**src/rtl/logic_reduce_unit_pkg.sv**
```systemverilog
// Shared op encoding and bitwise helpers for the logic reduce unit.
// Helpers work on MAX_W-bit words; callers truncate to their own WIDTH.
package logic_unit_pkg;

  localparam int MAX_W = 64;

  localparam logic [2:0] OP_OR   = 3'd0;
  localparam logic [2:0] OP_AND  = 3'd1;
  localparam logic [2:0] OP_XOR  = 3'd2;
  localparam logic [2:0] OP_NOR  = 3'd3;
  localparam logic [2:0] OP_NAND = 3'd4;
  localparam logic [2:0] OP_XNOR = 3'd5;

  function automatic logic is_inv(input logic [2:0] op);
    return (op == OP_NOR) || (op == OP_NAND) || (op == OP_XNOR);
  endfunction

  function automatic logic is_legal(input logic [2:0] op);
    return op <= OP_XNOR;
  endfunction

  function automatic logic [2:0] base_op(input logic [2:0] op);
    case (op)
      OP_NOR:  return OP_OR;
      OP_NAND: return OP_AND;
      OP_XNOR: return OP_XOR;
      default: return op;
    endcase
  endfunction

  // AND folds start from all ones within the active width, everything else from zero.
  function automatic logic [MAX_W-1:0] identity(input logic [2:0] op, input int width);
    if (base_op(op) == OP_AND) return {MAX_W{1'b1}} >> (MAX_W - width);
    return '0;
  endfunction

  function automatic logic [MAX_W-1:0] apply(input logic [2:0] base,
                                             input logic [MAX_W-1:0] a,
                                             input logic [MAX_W-1:0] b);
    case (base)
      OP_AND:  return a & b;
      OP_XOR:  return a ^ b;
      default: return a | b;
    endcase
  endfunction

endpackage

```
**src/rtl/skid_buffer_2.sv**
```systemverilog
// Two-entry output buffer; head drives the consumer, tail absorbs one extra result.
// Ready to the producer depends only on registered occupancy.
module skid_buffer_2 #(
  parameter int DW = 9
) (
  input  logic          clk,
  input  logic          rst,
  input  logic          wr_valid,
  input  logic [DW-1:0] wr_data,
  output logic          wr_ready,
  output logic          rd_valid,
  input  logic          rd_ready,
  output logic [DW-1:0] rd_data
);

  logic [DW-1:0] head;
  logic [DW-1:0] tail;
  logic [1:0]    count;
  logic          push;
  logic          pop;

  assign wr_ready = (count != 2'd2);
  assign rd_valid = (count != 2'd0);
  assign rd_data  = head;
  assign pop      = rd_valid && rd_ready;
  assign push     = wr_valid && (wr_ready || pop);

  always_ff @(posedge clk) begin
    if (rst) begin
      count <= 2'd0;
      head  <= '0;
      tail  <= '0;
    end else begin
      case ({push, pop})
        2'b10: begin
          if (count == 2'd0) head <= wr_data;
          else               tail <= wr_data;
          count <= count + 2'd1;
        end
        2'b01: begin
          head  <= tail;
          count <= count - 2'd1;
        end
        2'b11: begin
          if (count == 2'd1) begin
            head <= wr_data;
          end else begin
            head <= tail;
            tail <= wr_data;
          end
        end
        default: ;
      endcase
    end
  end

endmodule

```
**src/rtl/logic_reduce_unit.sv**
```systemverilog
// Reduces N_IN operand words with a selectable bitwise op, optionally accumulating a packet.
// WIDTH is limited to logic_unit_pkg::MAX_W bits.
module logic_reduce_unit
  import logic_unit_pkg::*;
#(
  parameter int WIDTH = 8,
  parameter int N_IN  = 2
) (
  input  logic                  clk,
  input  logic                  rst,
  input  logic                  in_valid,
  output logic                  in_ready,
  input  logic [N_IN*WIDTH-1:0] in_data,
  input  logic [2:0]            in_op,
  input  logic                  in_acc,
  input  logic                  in_last,
  output logic                  out_valid,
  input  logic                  out_ready,
  output logic [WIDTH-1:0]      out_data,
  output logic                  out_err
);

  logic             pkt_open;
  logic [2:0]       op_lat;
  logic [WIDTH-1:0] acc;

  logic [2:0]       op_eff;
  logic [2:0]       base;
  logic [WIDTH-1:0] stage [N_IN+1];
  logic [WIDTH-1:0] combined;
  logic [WIDTH-1:0] result;
  logic             accept;
  logic             push;
  logic [WIDTH:0]   rd_word;

  // Once a packet is open its first beat's op governs every later beat.
  assign op_eff = pkt_open ? op_lat : in_op;
  assign base   = base_op(op_eff);

  assign stage[0] = WIDTH'(identity(op_eff, WIDTH));
  for (genvar k = 0; k < N_IN; k++) begin : g_tree
    assign stage[k+1] = WIDTH'(apply(base, MAX_W'(stage[k]), MAX_W'(in_data[k*WIDTH +: WIDTH])));
  end

  assign combined = pkt_open ? WIDTH'(apply(base, MAX_W'(acc), MAX_W'(stage[N_IN])))
                             : stage[N_IN];
  assign result   = !is_legal(op_eff) ? '0 : (is_inv(op_eff) ? ~combined : combined);

  assign accept = in_valid && in_ready;
  assign push   = accept && (!in_acc || in_last);

  always_ff @(posedge clk) begin
    if (rst) begin
      pkt_open <= 1'b0;
      op_lat   <= '0;
      acc      <= '0;
    end else if (accept) begin
      if (in_acc && !in_last) begin
        pkt_open <= 1'b1;
        acc      <= combined;
        if (!pkt_open) op_lat <= in_op;
      end else begin
        pkt_open <= 1'b0;
        acc      <= '0;
      end
    end
  end

  skid_buffer_2 #(.DW(WIDTH + 1)) u_skid (
    .clk      (clk),
    .rst      (rst),
    .wr_valid (push),
    .wr_data  ({!is_legal(op_eff), result}),
    .wr_ready (in_ready),
    .rd_valid (out_valid),
    .rd_ready (out_ready),
    .rd_data  (rd_word)
  );

  assign out_data = rd_word[WIDTH-1:0];
  assign out_err  = rd_word[WIDTH];

endmodule
```
**config.mk**
```make
export PLATFORM = sky130hd
export DESIGN_NAME = logic_reduce_unit
export DESIGN_NICKNAME = d
export VERILOG_FILES = /design/src/rtl/logic_reduce_unit_pkg.sv /design/src/rtl/skid_buffer_2.sv /design/src/rtl/logic_reduce_unit.sv
export SDC_FILE = /design/constraint.sdc
export NUM_CORES = 1
export LEC_CHECK = 0
export BUFFER_PORTS_ARGS = -buffer_cell sky130_fd_sc_hd__buf_2
export CAP_MARGIN = 20
export CORE_MARGIN = 5
export CORE_UTILIZATION = 48
export DETAILED_ROUTE_END_ITERATION = 7
export PLACE_DENSITY = 0.65
export SETUP_SLACK_MARGIN = 0.5
export SYNTH_ARGS = -nofsm -noshare
export SYNTH_HDL_FRONTEND = slang
export SYNTH_SLANG_ARGS = --single-unit
```
**constraint.sdc**
```tcl
create_clock -name clk -period 3.58 [get_ports clk]
set_input_delay 0.716 -clock clk [delete_from_list [all_inputs] [get_ports clk]]
set_output_delay 0.716 -clock clk [all_outputs]
set_load 0.03 [all_outputs]
```
==> impl_metrics.yaml, run 1 <==
floorplanning:
  rows: 30
  die_width_um: 94.5
  initial_core_util: 0.499
  dieArea_mm2: 0.00894
  core_mm2: 0.00687
  ioPinCount: 36
  die_h_um: 94.5
clock_network:
  worstSkewPairLatency_ns: 0.29
  cts-buffers-inserted: 5
  clockBufferDepth: 2
  cts_sinks: 32
  cts.clk_slew.worst_paths_ns: 0.06
  cts_tree: "yes"
  cts_root_buffer: "clkbuf_8"
  htreeDepth: 2
synthesis:
  synth_edf_count: 0
  syn_nets: 504
  ys_warn_count: 0
  postSynthAreaPerCell_um2: 7.78
  yosysSeqAreaShare: 0.187
  syn_area_mm2: 0.00343
  synth_top_flop_cell: "dfxtp_1"
  synthCells: 441
  async_flop_share: 0
  synth_seq_cells: 32
  synth_cell_types: 70
sta:
  period_minus_slack_ns: 3.20
  whs_ns: 0.475
  hold_viol: 0
  fmax_ghz: 0.312
  worst_slew_pin_slew_ns: 0.796
  setup_viol: 0
  fin_tns_setup_ns: 0
  slew_headroom: 0.470
  finalCritPeriodShare: 0.895
  drv_slew: 0
  fin_worst_skew_ns: 0.00433
  grt_setup_unrepaired: "true"
global_routing:
  grt_max_degree: 28
  grt_overflow_total: 0
  grt_pass1_vias: 3031
  antenna_found_initial: 0
  track_usage: 0.209
  grt_pass1_wl_mm: 14.8
placement:
  place_congestion: 0.872
  numPlacedInstances: 563
  io_buffers: 35
  placed_cell_area_mm2: 0.00371
  dpl.hpwl_mm: 6.89
layout:
  area_growth_pct: 17.3
  stdcell_count: 583
  multi_input_comb_area_mm2: 0.00256
  fin_nets: 549
  regArea_um2: 649
  design_area_mm2: 0.00403
  num-fill-cells: 636
  drive_gt1_frac: 0.244
  diodes: 0
pwr:
  total_power_uw: 2070
  leakage_uw: 0.00180
  irDropWorstVdd_v: 0.000416
  p_per_area_mw_per_mm2: 515
routing:
  drt_drc_violations_left: 0
  wl_per_cell_um: 16.0
  vias: 3331
  routed_wl_mm: 9.35
  vias_per_cell: 5.71
  dr.pass1.iters: 4
  drt_iter0_drc: 249
  ant_nets: 0
setup_path:
  reg2reg_depth: 13
  worstPathMaxFanout: 7
  arrival_ns: 3.42
  r2r_slack_ns: 0.44
  rr_startpoint: "pkt_open$_SDFFE_PP0P_"
  path_cells: "buf_12 -> xor2_4 -> mux2i_4 -> nor2_4 -> a211o_1 -> o21ai_2 -> inv_1 -> ha_2 -> or2_1 -> a311oi_2 -> o311ai_2 -> o211ai_2 -> mux2_4 -> a21oi_2"
  crit_type: "in2reg"
  startpoint: "in_op[2]"
  required_ns: 3.80
  end_kind: "register"
  start_kind: "primary input"
  crit_path_top_delay_cell: "mux2_4"
  crit_buf_inv: 2
  r2r-end: "u_skid.tail[7]$_SDFFE_PP0P_"
  cp_top_family: "compound AO/OA/AOI/OAI gates"
  cp_slowest_stage_delay_ns: 0.34
worst_hold_path:
  hold_path.startpoint: "u_skid.tail[7]$_SDFFE_PP0P_"
  min_to: "u_skid.tail[7]$_SDFFE_PP0P_"
  worstHoldPathType: "reg2reg"
  whs_path_depth: 2
flow_run:
  maxCapViolations: 0
run_status:
  outcome: "complete, no violations"
==> tightest hold or removal path, delay by kind of cell, from the launching register on <==
family	cells	cell delay, ns
AOI/OAI and AO/OA	1	0.05
and+or+nand+nor	1	0.07
DFF	1	0.31
==> cells in the final DEF (no fill, tap or decap), drive strengths merged, types with 3 or more instances in the layout <==
cell type  Yosys  routed
inv           54      54
nor4bb         3       3
a22o           3       3
nor2b          9       9
nor3          19      19
o221ai         4       4
o2111ai        3       3
or2            5       5
ha            38      38
nor4           5       5
o32a           3       3
o31ai          4       4
o21ai         11      11
nand3b         3       3
buf           19      61
and2           4       4
nand2b         5       5
a221o          4       4
dfxtp         32      32
a21o          10      10
mux2i         14      14
or3            4       4
and3           4       4
nor2          52      52
mux2           3       3
a21oi         32      32
nand2         25      25
a221oi         3       3
o22ai          5       5
a31oi          6       7
a211oi        16      16
clkbuf         5       8
xor2           4       4
o211ai        10      10
==> metrics by stage <==
stage	utilization	worst slack, ns
2_1_floorplan	-	0.446
3_3_place_gp	0.540	0.0575
3_5_place_dp	0.540	0.0372
4_1_cts	0.562	0.465
5_1_grt	0.586	0.305
6_report	0.586	0.377
==> Yosys cell counts, types with 5 or more instances <==
library cell / count / area share
a21o_1: 10 / 0.022
mux2i_1: 13 / 0.038
a211oi_1: 13 / 0.028
a31oi_1: 5 / 0.0091
clkbuf_1: 5 / 0.0055
nor3_1: 18 / 0.026
buf_2: 6 / 0.0088
a21oi_1: 31 / 0.045
o21ai_0: 9 / 0.013
dfxtp_1: 32 / 0.19
nor4_1: 5 / 0.0091
buf_6: 8 / 0.026
nand2_1: 25 / 0.027
o211ai_1: 9 / 0.020
ha_1: 38 / 0.14
nor2_1: 48 / 0.053
inv_1: 53 / 0.058
nor2b_1: 8 / 0.015
nand2b_1: 5 / 0.0091
==> worst max path at each step <==
stage | to | slack, ns | cells after the start
6_report | u_skid.tail[7]$_SDFFE_PP0P_ | 0.38 | 14
5_1_grt | u_skid.rd_data[7]$_SDFFE_PP0P_ | 0.30 | 14
4_1_cts | u_skid.tail[7]$_SDFFE_PP0P_ | 0.47 | 14
3_5_place_dp | u_skid.tail[7]$_SDFFE_PP0P_ | 0.04 | 14
3_3_place_gp | u_skid.tail[7]$_SDFFE_PP0P_ | 0.06 | 14
2_1_floorplan | u_skid.tail[7]$_SDFFE_PP0P_ | 0.45 | 14
==> registers in the layout, indices dropped and copies added, names as in the netlist <==
name,cells
u_skid.rd_data,9
u_skid.count,2
acc,8
u_skid.tail,9
op_lat,3
pkt_open,1
==> routing by layer <==
layer	global-route usage	share of wire	vias to the layer above
met5	0	0	-
met4	0.0541	0.0055	0
met3	0.0311	0.062	5
met2	0.325	0.47	103
met1	0.301	0.47	1560
li1	-	-	1663
==> timing repair <==
item | in CTS | in global routing
pin swaps | 4 | 18
cloned | 0 | 1
gates resized for setup | 13 | 25
hold buffers | 0 | 0
buffers inserted | 3 | 8
setup endpoints to repair | 12 | 18
==> where the power goes <==
| part | switching [µW] | internal (µW) |
|---|---|---|
| sequential | 67.8 | 456 |
| combinational | 764 | 492 |
| clock | 135 | 157 |
==> logic make-up (layout without fill, tap and decap cells) <==
group / count (synthesis) / after routing / share of synthesized area
and+or+nand+nor: 142 / 142 / 0.212
AOI/OAI and AO/OA: 128 / 129 / 0.284
buffers and inverters: 78 / 123 / 0.106
adders and majority gates: 38 / 38 / 0.139
DFF: 32 / 32 / 0.187
muxes: 17 / 17 / 0.0518
xor gates and xnor gates: 6 / 6 / 0.0208
==> layout make-up <==
type | count | area share
multi-input cells | 332 | 0.636
flip-flops and latches | 32 | 0.161
repair buffers | 61 | 0.0992
inverters | 54 | 0.0510
well taps | 96 | 0.0298
clock buffers | 8 | 0.0224
Note: power is estimated with default switching activity, not from simulation.
==> inputs of run 2 (changes only) <==
Settings changed: BUFFER_PORTS_ARGS -buffer_cell sky130_fd_sc_hd__buf_2 to unset, CORE_MARGIN 5 to unset, DONT_BUFFER_PORTS set to 1, PLACE_DENSITY 0.65 to 0.61.
==> run 2 against run 1 <==
Effect of this change: register-to-register slack better by 0.15 ns; design area is 7.1% lower; hold slack improved by 0.0040 ns; fmax rose by 6.4%; global-route usage grew 2.7 points; first-iteration DRC count rose by 20%; clock-buffer cell count is the same; die area is 16% lower; non-clock buffer count fell by 46.
==> impl_metrics.yaml, run 2 (same netlist as run 1, synthesis figures left out) <==
setup_path:
  start_kind: "primary input"
  cp-endpoint: "u_skid.tail[7]$_SDFFE_PP0P_"
  startpoint: "in_op[0]"
  r2r_slack_ns: 0.59
  reg2reg_depth: 11
  arrival_ns: 3.22
  cp_slowest_stage_delay_ns: 0.33
  crit_path_top_delay_cell: "mux2_4"
  end_kind: "register"
  required_ns: 3.79
  rr_startpoint: "pkt_open$_SDFFE_PP0P_"
  crit_type: "in2reg"
  path_cells: "xor2_4 -> mux2i_4 -> nor2_2 -> a211o_1 -> o21ai_2 -> inv_1 -> ha_2 -> or2_0 -> a311oi_1 -> o311ai_1 -> o211ai_2 -> mux2_4 -> a21oi_2"
  r2r-end: "u_skid.rd_data[6]$_SDFFE_PP0P_"
  worstPathMaxFanout: 10
layout:
  diodes: 0
  stdcell_count: 537
  final_cell_mix: "inv_1 (53), nor2_1 (47), ha_1 (36)"
  area_growth_pct: 8.97
  fin_nets: 503
  num-fill-cells: 664
  design_area_mm2: 0.00374
  final_common_cell: "inv_1"
  drive_gt1_frac: 0.152
clock_network:
  cts_hold_buf: 0
  htreeDepth: 2
  cts-buffers-inserted: 5
  cts_root_buffer: "clkbuf_8"
  cts_sinks: 32
  cts_tree: "yes"
  worstSkewPairLatency_ns: 0.28
  cts.clk_slew.worst_paths_ns: 0.06
  clockBufferDepth: 2
sta:
  slew_headroom: 0.502
  drv_slew: 0
  fin_ws_ns: 0.571
  fin_worst_skew_ns: 0.00674
  hold_viol: 0
  grt_setup_unrepaired: "true"
  worst_slew_pin_slew_ns: 0.746
  fmax_ghz: 0.332
  setup_viol: 0
  finalCritPeriodShare: 0.841
  fin_tns_setup_ns: 0
  period_minus_slack_ns: 3.01
routing:
  dr.pass1.iters: 7
  vias: 3191
  routed_wl_mm: 8.86
  ant_nets: 0
  wl_per_cell_um: 16.5
  vias_per_cell: 5.94
  drt_iter0_drc: 300
  drt_drc_violations_left: 0
global_routing:
  track_usage: 0.236
  met1_usage: 0.324
  grt_pass1_wl_mm: 14.0
  met2_usage: 0.390
  busiest_layer: "met2"
  grt_pass1_vias: 2914
  grt_overflow_total: 0
  met3_usage: 0.0381
  antenna_found_initial: 0
  grt_max_degree: 28
placement:
  io_buffers: 0
  dpl.hpwl_mm: 6.63
  pre_cts_slack_ns: 0.242
  numPlacedInstances: 524
  placed_cell_area_mm2: 0.00350
  place_congestion: 0.872
pwr:
  pwr-share-comb: 0.528
  leakage_uw: 0.00159
  internal-power_uw: 1030
  pwr-share-clk: 0.147
  sw_frac_of_total: 0.470
  total_power_uw: 1940
  p_per_area_mw_per_mm2: 519
  p_sw_uw: 912
  irDropWorstVdd_v: 0.000302
  p_seq_frac: 0.324
floorplanning:
  dieArea_mm2: 0.00749
  die_width_um: 86.5
  ioPinCount: 36
  rows: 30
  initial_core_util: 0.502
  core_mm2: 0.00683
  die_h_um: 86.5
run_status:
  outcome: "complete, no violations"
flow_run:
  maxCapViolations: 0
worst_hold_path:
  worstHoldPathType: "reg2reg"
-- run 2: area by class of cell --
cell class	instances	area (µm²)	share of cell area
Sequential cell	32	651	0.174
Tap cell	96	120	0.0321
Inverter	54	215	0.0576
Clock buffer	8	90.1	0.0241
Multi-Input combinational cell	332	2550	0.681
Timing Repair Buffer	15	116	0.0311
-- run 2: how the worst min path moves through the flow --
stage	start	depth (start not counted)	slack, ns	endpoint
after global routing	rst	1	0.48	u_skid.tail[7]$_SDFFE_PP0P_
after global placement	u_skid.tail[7]$_SDFFE_PP0P_	2	0.46	u_skid.tail[7]$_SDFFE_PP0P_
final	u_skid.tail[7]$_SDFFE_PP0P_	2	0.48	u_skid.tail[7]$_SDFFE_PP0P_
after floorplan	u_skid.tail[7]$_SDFFE_PP0P_	2	0.45	u_skid.tail[7]$_SDFFE_PP0P_
after CTS	u_skid.tail[7]$_SDFFE_PP0P_	2	0.47	u_skid.tail[7]$_SDFFE_PP0P_
after detailed placement	u_skid.tail[7]$_SDFFE_PP0P_	2	0.46	u_skid.tail[7]$_SDFFE_PP0P_
-- run 2: worst max-delay path: cells and delay by family --
kind,cells,cell delay [ns]
compound gates,6,1.12
fa+ha+maj,1,0.19
simple gates,2,0.30
buf+inv,1,0.06
xor+xnor,1,0.20
mux,2,0.64
-- run 2: stage by stage --
stage                      util  hold slack, ns
final                     0.547           0.479
after global routing      0.547           0.483
after CTS                 0.530           0.473
after detailed placement  0.513           0.459
after global placement    0.513           0.455
after floorplan               -           0.449
-- run 2: repair_timing --
action / 4_1_cts / 5_1_grt
setup buffers: 1 / 3
gates resized for setup: 6 / 20
gates cloned: 0 / 1
hold endpoints to repair: 0 / 0
pin swaps: 0 / 2
setup endpoints to repair: 14 / 14
-- run 2: power groups by stage --
| stage | combinational [µW] | sequential [µW] | clock, µW |
|---|---|---|---|
| 6_report | 1030 | 629 | 286 |
| 2_1_floorplan | 790 | 609 | 0 |
| 3_3_place_gp | 951 | 633 | 0 |
| 4_1_cts | 979 | 628 | 292 |
| 3_5_place_dp | 965 | 634 | 0 |
| 5_1_grt | 1130 | 643 | 314 |
-- run 2: routing by layer --
| layer | part of all wire | vias up |
|---|---|---|
| met5 | 0 | - |
| met4 | 0.012 | 0 |
| met3 | 0.045 | 12 |
| met2 | 0.47 | 81 |
| met1 | 0.47 | 1525 |
| li1 | - | 1573 |
==> inputs of run 3 (changes only) <==
Settings changed: ABC_AREA set to 1, PLACE_DENSITY 0.61 to 0.63.
Clock period 3.58 ns to 2.45 ns, I/O delays scaled along.
==> run 3 against run 2 <==
Effect of this change: utilization up 18 points; routed wire length is 4.0% lower; largest power group unchanged; combinational power is 130% higher; sequential share of layout area is 1.6 points lower; critical path type is now reg2reg; sequential power increased by 41%.
==> impl_metrics.yaml, run 3 <==
synthesis:
  yosys.area_share.simple: 0.343
  syn_area_mm2: 0.00288
  async_flop_share: 0
  synth_seq_cells: 32
  synth_top_flop_cell: "dfxtp_1"
  synthTopCellsByArea: "dfxtp_1 (22%), ha_1 (16%), nand2_1 (15%)"
  synth_fa_ha_area_frac: 0.165
  synth_cell_types: 28
  yosysSeqAreaShare: 0.222
  synthTopCellsByCount: "nand2_1 (113), inv_1 (93), nand3_1 (53)"
  syn_nets: 515
  synth_top_family_by_area: "simple AND/OR/NAND/NOR gates"
  synth_mux_area_frac: 0
  synthCells: 452
  synthXorXnorAreaFrac: 0.00304
  synth_edf_count: 0
  yosysMostFrequentCell: "nand2_1"
  synth_top_cell_area_share: 0.222
  ys_warn_count: 0
  post-synth-top-area-cell: "dfxtp_1"
  synth-compound-area-share: 0.111
  postSynthAreaPerCell_um2: 6.38
setup_path:
  end_kind: "register"
  rr_startpoint: "pkt_open$_SDFFE_PP0P_"
  worst_path_most_repeated_cell: "nand2_1"
  r2r-end: "u_skid.tail[7]$_SDFFE_PP0P_"
  start_kind: "register"
  cp.depth: 23
  cp_slowest_stage_delay_ns: 0.39
  required_ns: 2.64
  crit_path_top_delay_cell: "dfxtp_4"
  cp_top_family: "simple AND/OR/NAND/NOR gates"
  cp-endpoint: "u_skid.tail[7]$_SDFFE_PP0P_"
  worstPathMaxFanout: 7
  reg2reg_depth: 23
  arrival_ns: 2.58
  crit_type: "reg2reg"
  crit_buf_inv: 6
  path_cells: "inv_4 -> nand2_4 -> nand2_4 -> inv_4 -> nand2_4 -> nand2_4 -> nor2_4 -> buf_6 -> nand2_1 -> nand2_1 -> inv_1 -> nand2_2 -> inv_2 -> ha_4 -> nand2_2 -> nand3_2 -> nand2_2 -> nand2_2 -> nand3_2 -> nand2_1 -> nand2_1 -> nand2_1 -> inv_1"
  r2r_slack_ns: 0.06
  startpoint: "pkt_open$_SDFFE_PP0P_"
placement:
  io_buffers: 0
  pre_cts_slack_ns: -0.0926
  place_congestion: 0.851
  dpl.hpwl_mm: 5.41
flow_run:
  maxCapViolations: 0
clock_network:
  cts_root_buffer: "clkbuf_8"
  cts_sinks: 32
  cts-buffers-inserted: 5
  cts.clk_slew.worst_paths_ns: 0.07
  cts_tree: "yes"
  clockBufferDepth: 2
  worstSkewPairLatency_ns: 0.29
  htreeDepth: 2
global_routing:
  track_usage: 0.274
  grt_pass1_vias: 3076
  antenna_found_initial: 0
  grt_pass1_wl_mm: 13.6
  grt_overflow_total: 0
  grt_max_degree: 20
floorplanning:
  rows: 27
  die_width_um: 79.5
  core_mm2: 0.00564
  ioPinCount: 36
  initial_core_util: 0.511
  dieArea_mm2: 0.00632
  die_h_um: 79.5
routing:
  wl_per_cell_um: 14.5
  route.met2.wl_mm: 4.34
  dr.pass1.iters: 4
  vias: 3172
  routed_wl_mm: 8.51
  drt_iter0_drc: 195
  drt_drc_violations_left: 0
  ant_nets: 0
  wl_met1_mm: 3.59
  maxUsedRoutingLayer: "met4"
  routed-wl-met3_um: 415
  vias_per_cell: 5.39
sta:
  finalCritPeriodShare: 0.976
  whs_ns: 0.261
  fin_ws_ns: 0.0599
  fin_tns_setup_ns: 0
  fmax_ghz: 0.418
  setup_viol: 0
  grt_setup_unrepaired: "true"
  worst_slew_pin_slew_ns: 0.457
  period_minus_slack_ns: 2.39
  fin_worst_skew_ns: 0.00463
  hold_viol: 0
  slew_headroom: 0.695
  drv_slew: 0
layout:
  diodes: 0
  fin_nets: 578
  num-fill-cells: 435
  area_growth_pct: 42.3
  drive_gt1_frac: 0.395
  final_cell_mix: "inv_1 (74), nand2_1 (74), buf_4 (63)"
pwr:
  p_seq_frac: 0.241
  p_per_area_mw_per_mm2: 897
  sw_frac_of_total: 0.492
  irDropWorstVdd_v: 0.000559
  pwr-share-clk: 0.117
  internal-power_uw: 1870
  leakage_uw: 0.00210
  pwr-share-comb: 0.642
  p_sw_uw: 1810
run_status:
  outcome: "complete, no violations"
worst_hold_path:
  worstHoldPathType: "in2reg"
## run 3: cell count changes after synthesis, sizes merged, moves of 10 or more
cell | before | now
nand2 | 25 | 120
o21ai | 11 | 26
a21o | 10 | 0
nor3 | 19 | 0
inv | 54 | 95
buf | 19 | 8
nand4 | 0 | 17
a211oi | 16 | 1
mux2i | 14 | 0
nand3 | 1 | 57
nor2 | 52 | 7
## run 3: final cells by class
class	instances	area, µm²	area share
Multi-Input combinational cell	313	2340	0.571
Sequential cell	32	647	0.158
Timing Repair Buffer	68	542	0.132
Inverter	95	392	0.0954
Tap cell	72	90.1	0.0219
Clock buffer	6	82.6	0.0201
Clock inverter	2	10.0	0.00244
## run 3: worst min path at each step
stage | slack [ns] | cells after the start | from | to
6_report | 0.26 | 1 | rst | acc[6]$_SDFFE_PP0P_
4_1_cts | 0.25 | 1 | rst | acc[6]$_SDFFE_PP0P_
5_1_grt | 0.25 | 1 | rst | acc[6]$_SDFFE_PP0P_
2_1_floorplan | 0.43 | 2 | u_skid.tail[8]$_SDFFE_PP0P_ | u_skid.tail[8]$_SDFFE_PP0P_
3_5_place_dp | 0.46 | 2 | u_skid.tail[8]$_SDFFE_PP0P_ | u_skid.tail[8]$_SDFFE_PP0P_
3_3_place_gp | 0.44 | 2 | u_skid.tail[8]$_SDFFE_PP0P_ | u_skid.tail[8]$_SDFFE_PP0P_
## run 3: timing repair
item,CTS,global route
gates cloned,2,1
buffers inserted,34,7
pin swaps,25,23
setup endpoints to repair,25,28
hold buffers,0,0
hold endpoints to repair,0,0
resized for setup,78,59
## run 3: per-stage QoR
step | power (µW) | area, µm² | utilization | instances
2_1_floorplan | 2080 | 2930 | - | 452
3_5_place_dp | 2500 | 3130 | 0.555 | 536
6_report | 3680 | 4110 | 0.728 | 588
5_1_grt | 3970 | 4110 | 0.728 | 588
3_3_place_gp | 2460 | 3130 | 0.555 | 536
4_1_cts | 3350 | 3800 | 0.674 | 580
## run 3: power groups by stage
stage	Clock, µW	Combinational (µW)	Sequential (µW)
final	431	2370	886
after global routing	464	2610	901
after CTS	438	2030	877
after detailed placement	0	1620	882
after global placement	0	1590	876
after floorplan	0	1220	857
## run 3: kinds of logic (layout without fill, tap and decap cells)
logic type,count (synthesis),in the layout
buffers and inverters,110,171
XOR/XNOR,1,1
flip-flops,32,32
AO/OA/AOI/OAI,62,63
adder cells (fa/ha/maj),38,38
AND/OR/NAND/NOR,209,211
## run 3: per-layer routing
metal  vias up  track usage
li1       1571            -
met1      1494        0.324
met2        86        0.505
met3        21       0.0469
met4         0       0.0691
met5         -            0
